===== config.mk =====
export PLATFORM = sky130hd
export DESIGN_NAME = writeback_arbiter
export DESIGN_NICKNAME = d
export VERILOG_FILES = /design/src/rtl/wb_pkg.sv /design/src/rtl/wb_fifo.sv /design/src/rtl/writeback_arbiter.sv
export SDC_FILE = /design/constraint.sdc
export NUM_CORES = 1
export LEC_CHECK = 0
export ABC_CLOCK_PERIOD_IN_PS = 2400
export BUFFER_PORTS_ARGS = -buffer_cell sky130_fd_sc_hd__buf_4
export CORE_AREA = 10 10 125 184
export DETAILED_ROUTE_END_ITERATION = 12
export DIE_AREA = 0 0 135 194
export GPL_ROUTABILITY_DRIVEN = 0
export PLACE_DENSITY = 0.66
export SLEW_MARGIN = 30
export SYNTH_ARGS = -nofsm -noshare
export SYNTH_HDL_FRONTEND = slang
export SYNTH_HIERARCHICAL = 1
export SYNTH_SLANG_ARGS = --single-unit
export TNS_END_PERCENT = 10

===== constraint.sdc =====
create_clock -name clk -period 2.4 [get_ports clk]
set_input_delay 0.12 -clock clk [delete_from_list [all_inputs] [get_ports clk]]
set_output_delay 0.12 -clock clk [all_outputs]
set_load 0.02 [all_outputs]

===== src/rtl/wb_pkg.sv =====
// Shared writeback types: the LSU FIFO entry layout and architectural register count.
package wb_pkg;

  localparam int REG_COUNT = 32;
  localparam int RD_W      = 5;
  localparam int DATA_W    = 32;

  typedef struct packed {
    logic [RD_W-1:0]   rd;
    logic [DATA_W-1:0] value;
  } wb_entry_t;

  // The register file takes a 6-bit index whose top bit is always clear.
  function automatic logic [RD_W:0] to_rf_index(input logic [RD_W-1:0] idx);
    return {1'b0, idx};
  endfunction

endpackage


===== src/rtl/wb_fifo.sv =====
// Circular-buffer FIFO with wrapping read/write pointers and an occupancy counter.
module wb_fifo #(
  parameter  int DEPTH = 4,
  parameter  int WIDTH = 37,
  localparam int AW    = $clog2(DEPTH),
  localparam int CW    = AW + 1
) (
  input  logic             clk,
  input  logic             reset,
  input  logic             push,
  input  logic [WIDTH-1:0] push_data,
  input  logic             pop,
  output logic [WIDTH-1:0] head,
  output logic             full,
  output logic             empty,
  output logic [CW-1:0]    count
);

  logic [WIDTH-1:0] mem [DEPTH];
  logic [AW-1:0]    wr_ptr;
  logic [AW-1:0]    rd_ptr;
  logic             do_push;
  logic             do_pop;

  assign full    = (count == CW'(DEPTH));
  assign empty   = (count == '0);
  assign do_push = push && !full;
  assign do_pop  = pop && !empty;
  assign head    = mem[rd_ptr];

  // NOTE: storage is deliberately not reset; nothing is read beyond count, so clearing the pointers suffices.
  always_ff @(posedge clk) begin
    if (do_push) mem[wr_ptr] <= push_data;
  end

  // NOTE: sequential state uses non-blocking assignments so every register samples pre-edge values.
  always_ff @(posedge clk) begin
    if (reset) begin
      wr_ptr <= '0;
      rd_ptr <= '0;
      count  <= '0;
    end else begin
      if (do_push) wr_ptr <= wr_ptr + 1'b1;
      if (do_pop)  rd_ptr <= rd_ptr + 1'b1;
      if (do_push && !do_pop)      count <= count + 1'b1;
      else if (do_pop && !do_push) count <= count - 1'b1;
    end
  end

endmodule


===== src/rtl/writeback_arbiter.sv =====
// Merges ALU and buffered LSU results onto the single register-file write port.
// Optional destination scoreboard enabled by defining WB_SCOREBOARD_EN.
module writeback_arbiter
  import wb_pkg::*;
#(
  parameter  int s     = 32,
  parameter  int DEPTH = 4,
  localparam int CW    = $clog2(DEPTH) + 1
) (
  input  logic          clk,
  input  logic          reset,
  input  logic          alu_valid,
  input  logic [4:0]    alu_rd,
  input  logic [s-1:0]  alu_value,
  input  logic          lsu_valid,
  output logic          lsu_ready,
  input  logic [4:0]    lsu_rd,
  input  logic [s-1:0]  lsu_value,
  input  logic          issue_long,
  input  logic [4:0]    issue_rd,
  input  logic [4:0]    rs1,
  input  logic [4:0]    rs2,
  output logic          rs1_busy,
  output logic          rs2_busy,
  output logic [5:0]    rd,
  output logic          register_write,
  output logic [s-1:0]  rd_value,
  output logic [CW-1:0] fifo_count
);

  wb_entry_t push_entry;
  wb_entry_t head;
  logic      fifo_full;
  logic      fifo_empty;
  logic      push;
  logic      pop;
  logic      alu_wins;
  logic [4:0] rd_q;

  // Readiness looks only at the registered count, so a same-cycle pop never frees a slot early.
  assign lsu_ready  = !reset && !fifo_full;
  assign push       = lsu_valid && lsu_ready && (lsu_rd != '0);
  assign push_entry = '{rd: lsu_rd, value: lsu_value};

  wb_fifo #(
    .DEPTH (DEPTH),
    .WIDTH ($bits(wb_entry_t))
  ) u_fifo (
    .clk       (clk),
    .reset     (reset),
    .push      (push),
    .push_data (push_entry),
    .pop       (pop),
    .head      (head),
    .full      (fifo_full),
    .empty     (fifo_empty),
    .count     (fifo_count)
  );

  always_comb begin
    // NOTE: defaults come first so no path leaves a combinational signal unassigned (no latches).
    alu_wins = 1'b0;
    pop      = 1'b0;
    if (!reset) begin
      if (alu_valid && (alu_rd != '0)) alu_wins = 1'b1;
      else if (!fifo_empty)            pop      = 1'b1;
    end
  end

  always_ff @(posedge clk) begin
    if (reset) begin
      register_write <= 1'b0;
      rd_q           <= '0;
      rd_value       <= '0;
    end else if (alu_wins) begin
      register_write <= 1'b1;
      rd_q           <= alu_rd;
      rd_value       <= alu_value;
    end else if (pop) begin
      register_write <= 1'b1;
      rd_q           <= head.rd;
      rd_value       <= head.value;
    end else begin
      register_write <= 1'b0;
    end
  end

  assign rd = to_rf_index(rd_q);

`ifdef WB_SCOREBOARD_EN
  logic [REG_COUNT-1:0] busy_q;
  logic [REG_COUNT-1:0] set_mask;
  logic [REG_COUNT-1:0] clr_mask;

  // Clear lands on the pop edge, so the bit drops in the cycle the write shows on the port.
  always_comb begin
    set_mask = '0;
    clr_mask = '0;
    if (issue_long) set_mask[issue_rd] = 1'b1;
    if (pop)        clr_mask[head.rd]  = 1'b1;
  end

  always_ff @(posedge clk) begin
    if (reset) busy_q <= '0;
    else       busy_q <= ((busy_q & ~clr_mask) | set_mask) & ~REG_COUNT'(1);
  end

  assign rs1_busy = busy_q[rs1];
  assign rs2_busy = busy_q[rs2];
`else
  logic unused_sb;
  assign unused_sb = ^{issue_long, issue_rd, rs1, rs2};
  assign rs1_busy  = 1'b0;
  assign rs2_busy  = 1'b0;
`endif

endmodule


# Word-level counts from Yosys, hierarchy flattened
# Memory sizes are Yosys's and may differ from the RTL's. A register that Yosys moved wholly into a read port is not among the register bits.
# Cells that the tools add are included.
[op_classes]
div_mod_pow = 0
n_bitwise = 0
n_mul = 0
n_eq_ne = 1
mux = 17
addsub = 4
shift = 0
n_lt_le_gt_ge = 0
n_reduce_logical = 18
[op_table]
columns = ["operator", "n"]
rows = [
  ["32-bit two-way mux", 2],
  ["5-bit two-way mux", 2],
  ["5-bit nonzero test", 2],
  ["1-bit two-way mux", 9],
  ["1-bit logical AND", 8],
  ["3-bit two-way mux", 2],
  ["1-bit logical NOT", 5],
  ["2-bit by 1-bit adder with 2-bit output (second input constant)", 2],
  ["2-bit two-way mux", 2],
  ["2-bit nonzero test", 2],
  ["3-bit by 1-bit adder with 3-bit output (second input constant)", 1],
  ["3-bit equality test (second input constant)", 1],
  ["3-bit logical NOT", 1],
  ["3-bit by 1-bit subtractor with 3-bit output (second input constant)", 1],
]
[totals]
latchBits = 0
in_bits = 94
output_inout_bits = 45
reg_bits = 45
memories = 1
ram_bits = 148
rom_bits = 0
[mem_list]
columns = ["name", "depth", "word_bits", "read_ports", "rd_ports_with_merged_regs", "wr", "line_no", "source"]
rows = [
  ["u_fifo.mem", 4, 37, 1, 1, 1, "wb_fifo.sv:19", "logic [WIDTH-1:0] mem [DEPTH];"],
]

# Logic depth before layout (Yosys ltp)
[logic_depth]
word_depth = 10
ltp_mapped = 12

# Hierarchy
# Netlist, hierarchy kept.
[by_module_without_submodules]
columns = ["module", "area_each_um2", "cells_each", "instances"]
rows = [
  ["wb_fifo", 5839.4, 241, 1],
  ["writeback_arbiter", 1950.6, 186, 1],
]

# Worst setup path before layout
# No wires, ideal clock.
[synth_timing]
kind = "reg-to-reg"
startpoint = "register u_fifo.count[0]"
endpoint = "memory u_fifo.mem[0][0] (enable)"
required_time_ps = 2002
period_less_slack_ps = 2838
stages_incl_launch_ff = 8
t_arrival_ps = 2440
setup_slack_ps = -438
path_cell_list = "dfxtp_1 > nor3b_2 > nor2_1 > nand2_1 > a21oi_1 > inv_1 > nor2_2 > and2_1"
[synth_via]
elab_chain_cells = 8
[synth_rtl]
columns = ["element", "line_no", "source"]
rows = [
  ["start: declaration", "wb_fifo.sv:16", "output logic [CW-1:0] count"],
  ["start signal: assignment", "wb_fifo.sv:45", "if (do_push && !do_pop) count <= count + 1'b1;"],
  ["start signal: assignment", "wb_fifo.sv:46", "else if (do_pop && !do_push) count <= count - 1'b1;"],
  ["3-bit equality test", "wb_fifo.sv:25", "assign full = (count == CW'(DEPTH));"],
  ["via fifo_full", "writeback_arbiter.sv:33", "logic fifo_full;"],
  ["1-bit logical NOT", "writeback_arbiter.sv:41", "assign lsu_ready = !reset && !fifo_full;"],
  ["1-bit logical AND", "writeback_arbiter.sv:41", ""],
  ["via lsu_ready", "writeback_arbiter.sv:16", "output logic lsu_ready,"],
  ["1-bit logical AND (2 in series)", "writeback_arbiter.sv:42", "assign push = lsu_valid && lsu_ready && (lsu_rd != '0);"],
  ["via push", "writeback_arbiter.sv:35", "logic push;"],
  ["1-bit logical AND", "wb_fifo.sv:27", "assign do_push = push && !full;"],
  ["via u_fifo.do_push", "wb_fifo.sv:22", "logic do_push;"],
  ["1-bit two-way mux", "wb_fifo.sv:33", "if (do_push) mem[wr_ptr] <= push_data;"],
  ["1-bit two-way mux (implied by the code)", "wb_fifo.sv:33", ""],
  ["end: declaration", "wb_fifo.sv:19", ""],
]
# The timed path passes the listed nets, and every way through them passes these cells.

# Worst setup path in the final report
[layout_timing]
startpoint = "register u_fifo.count[2]"
endpoint = "register u_fifo.count[2]"
[layout_via]
elab_chain_cells = 9
elab_cells_between_ends = 21
classes_between = "add/sub: 2; eq/ne: 1; mux: 5; reduce/logical: 13"
[layout_rtl]
columns = ["element", "line_no"]
rows = [
  ["3-bit equality test *", "wb_fifo.sv:25"],
  ["via fifo_full", "writeback_arbiter.sv:33"],
  ["1-bit logical NOT *", "writeback_arbiter.sv:41"],
  ["1-bit logical AND *", "writeback_arbiter.sv:41"],
  ["1-bit logical AND * (2 in series)", "writeback_arbiter.sv:42"],
  ["via push", "writeback_arbiter.sv:35"],
  ["1-bit logical AND *", "wb_fifo.sv:27"],
  ["via u_fifo.do_push", "wb_fifo.sv:22"],
  ["1-bit logical NOT", "wb_fifo.sv:46"],
  ["1-bit logical AND", "wb_fifo.sv:46"],
  ["2-bit nonzero test (no source line)", "--"],
]
# The timed path passes the listed nets; every way through them passes the cells marked *. The select of a mux whose other input is x is not followed.
# A chain may end at the register's enable or synchronous reset.

==> results.ini <==
[die]
placementRows = 63
start_util_pct = 39.7
die_height_um = 194
ios = 139
core-area_um2 = 19600
fp.dieArea_um2 = 26200
fp.dieW_um = 135

[cells_and_area]
final_cell_mix = edfxtp_1 (148), buf_4 (133), a211oi_1 (65)
layout.nets = 691
drive_above_1_share_pct = 38.7
layout_commonest_cell = edfxtp_1
syn_to_final_growth_pct = 28.6

[synth]
synth_seq_area_share_pct = 69.1
syn_area_um2 = 7790
ys_seq_elements = 195
netlist_instances = 427
synth_largest_area_cell = edfxtp_1
synthTopCellsByArea = edfxtp_1 (57%), dfxtp_1 (12%), mux4_2 (11%)
ys_types = 37
syn_avg_cell_area_um2 = 18.2
synth_top_area_share_pct = 57.1
synth-warning-count = 6

[drt]
drc_errors = 0
drt-total-wl_um = 18400
top_layer_used = met4
via_per_inst = 5.23
dr_wl_met2_um = 10300
wl_per_cell_um = 21.3
via_count = 4527
wl_met1_um = 6790
antenna_left = 0
drt_iter0_drc = 332
met3_length_um = 996
drtPass1Iterations = 4

[clock_network]
path_clk_slew_ns = 0.07
cts_root_buf = clkbuf_16
clock_sink_count = 195
htreeDepth = 4
clock_tree.buffer_depth = 2
cts_tree = yes
clock_latency_ns = 0.43
numCtsBuffers = 17

[sta]
tightest_slew_ns = 0.732
fmax_ghz = 0.435
fin_setup_tns_ns = 0
setup_viol_count_final = 0
relSlewSlack_pct = 51.2
fin_crit_sh_pct = 95.9
skew_ns = 0.0151
setup_ws_ns = 0.0993
maxSlewViolCount = 0
finalHoldViolations = 0
min_period_ns = 2.30

[pwr]
power_density_nw_per_um2 = 883
vdd_drop_max_mv = 0.699
p_leak_uw = 0.00360

[grt]
grt_pass1_wl_um = 28900
grt_util_all_layers_pct = 14.3
grt_pass1_vias = 5118
grt_antenna_before_repair = 1
grt_overflow = 0
grt_max_degree = 45

[job]
maxCapViolCount = 0

[setup_path]
crit_type = reg2reg
rrSetupSlack_ns = 0.1
cp.arrival_ns = 2.66
cp-end-kind = register
critPathLaunchType = register
critical_path_required_ns = 2.76
cp_max_fo = 4

[worst_hold_path]
hold_path.class = in2reg

[placement]
dpl.hpwl_um = 12000
port_buffers = 119
place_ws_ns = 0.0117

[status]
outcome = finished, final reports clean

==> registers in the layout (all words and copies together) (netlist names), named ones only <==
register and flops:
u_fifo/mem 148, rd_value 32, rd_q 5, u_fifo/count 3, u_fifo/rd_ptr 2, u_fifo/wr_ptr 2
register_write 1
==> cell usage after synthesis <==
cell type and number:
nand2_1 1, a211oi_1 65, buf_8 1, ha_1 5, o31ai_2 1, buf_12 3, a211oi_2 1, clkbuf_2 1
inv_1 5, clkinv_1 2, a21o_4 1, clkbuf_1 5, or3_1 2, o311ai_1 1, mux2i_1 36, nor2_1 7
nor3_1 2, nor3b_2 2, a21oi_1 5, mux2_2 3, buf_4 7, and2_1 4, nor4_4 1, edfxtp_1 148
nor2_2 1, nand2b_1 2, xor2_1 4, conb_1 1, mux4_2 37, o31ai_1 1, fa_1 1, buf_6 5
dfxtp_1 47, buf_2 11, a31o_2 3, and3_1 3, o21ai_0 2
==> where the power goes <==
group          total, µW  leakage (µW)  internal (µW)  switching [µW]
Clock               2870      0.000289           1650            1220
Sequential          4010       0.00173           3890             120
Combinational       1970       0.00158            950            1020
==> cell families (layout without fill, tap and decap cells) <==
kind of cell / Yosys count / count (layout) / synth area share (%)
AO/OA/AOI/OAI: 80 / 80 / 7.77
adder cells (fa/ha/maj): 6 / 6 / 1.06
buffers and inverters: 40 / 215 / 3.71
other: 1 / 4 / 0.0481
multiplexers: 76 / 76 / 15.8
XOR/XNOR: 4 / 4 / 0.450
AND/OR/NAND/NOR: 25 / 25 / 2.07
flip-flops: 195 / 195 / 69.1
==> critical path, cell delays in order, from the launching register on <==
cell and delay (ns):
dfxtp_2 0.32, nor3b_4 0.17, nor2_4 0.08, nand2_1 0.06, a21oi_1 0.12, inv_1 0.10
nor2_4 0.14, ha_4 0.15, inv_1 0.05, fa_2 0.37, xor2_2 0.16, or3_1 0.39
a21oi_2 0.12
==> metal layers <==
| metal | up-vias | GRT usage, % |
|---|---|---|
| met3 | 26 | 3.89 |
| met5 | - | 0 |
| met1 | 2328 | 15.8 |
| li1 | 2066 | - |
| met2 | 107 | 25.4 |
| met4 | 0 | 5.38 |
==> timing repair <==
action,4_1_cts,5_1_grt
gates resized for setup,0,4
pin swaps,0,6
gates cloned,0,0
endpoints found under the hold margin,149,0
hold buffers,38,0
setup buffers,1,2
setup endpoints to repair,1,1
==> worst paths after layout <==
| path | startpoint | to | depth (start not counted) |
|---|---|---|---|
| worst max-delay path | u_fifo/count[2] | u_fifo/count[2] | 12 |
| worst min-delay path | alu_value[10] | rd_value[10] | 3 |
| worst max register to register | u_fifo/count[2] | u_fifo/count[2] | 12 |
| worst min register to register | u_fifo/wr_ptr[1] | u_fifo/wr_ptr[1] | 2 |
==> per-stage QoR <==
stage	cells	utilization, %	total power, µW	hold slack [ns]	cell area [µm²]
2_1_floorplan	429	-	5390	0.219	7850
3_3_place_gp	791	45.8	5910	0.319	8980
3_5_place_dp	791	45.8	5980	0.324	8980
4_1_cts	862	50.8	8920	0.0186	9970
5_1_grt	865	51.0	9250	0.0303	10000
6_report	865	51.0	8850	0.0307	10000
==> final cells by class <==
type | instances | area, µm²
repair buffers | 176 | 1480
flip-flops and latches | 195 | 5390
clock inverters | 15 | 179
inverters | 7 | 26.3
clock buffers | 17 | 425
fillers | 1622 | 9610
well taps | 260 | 325
diodes | 1 | 2.50
multi-input cells | 194 | 2180
No activity file was read; power rests on OpenSTA's default activity.
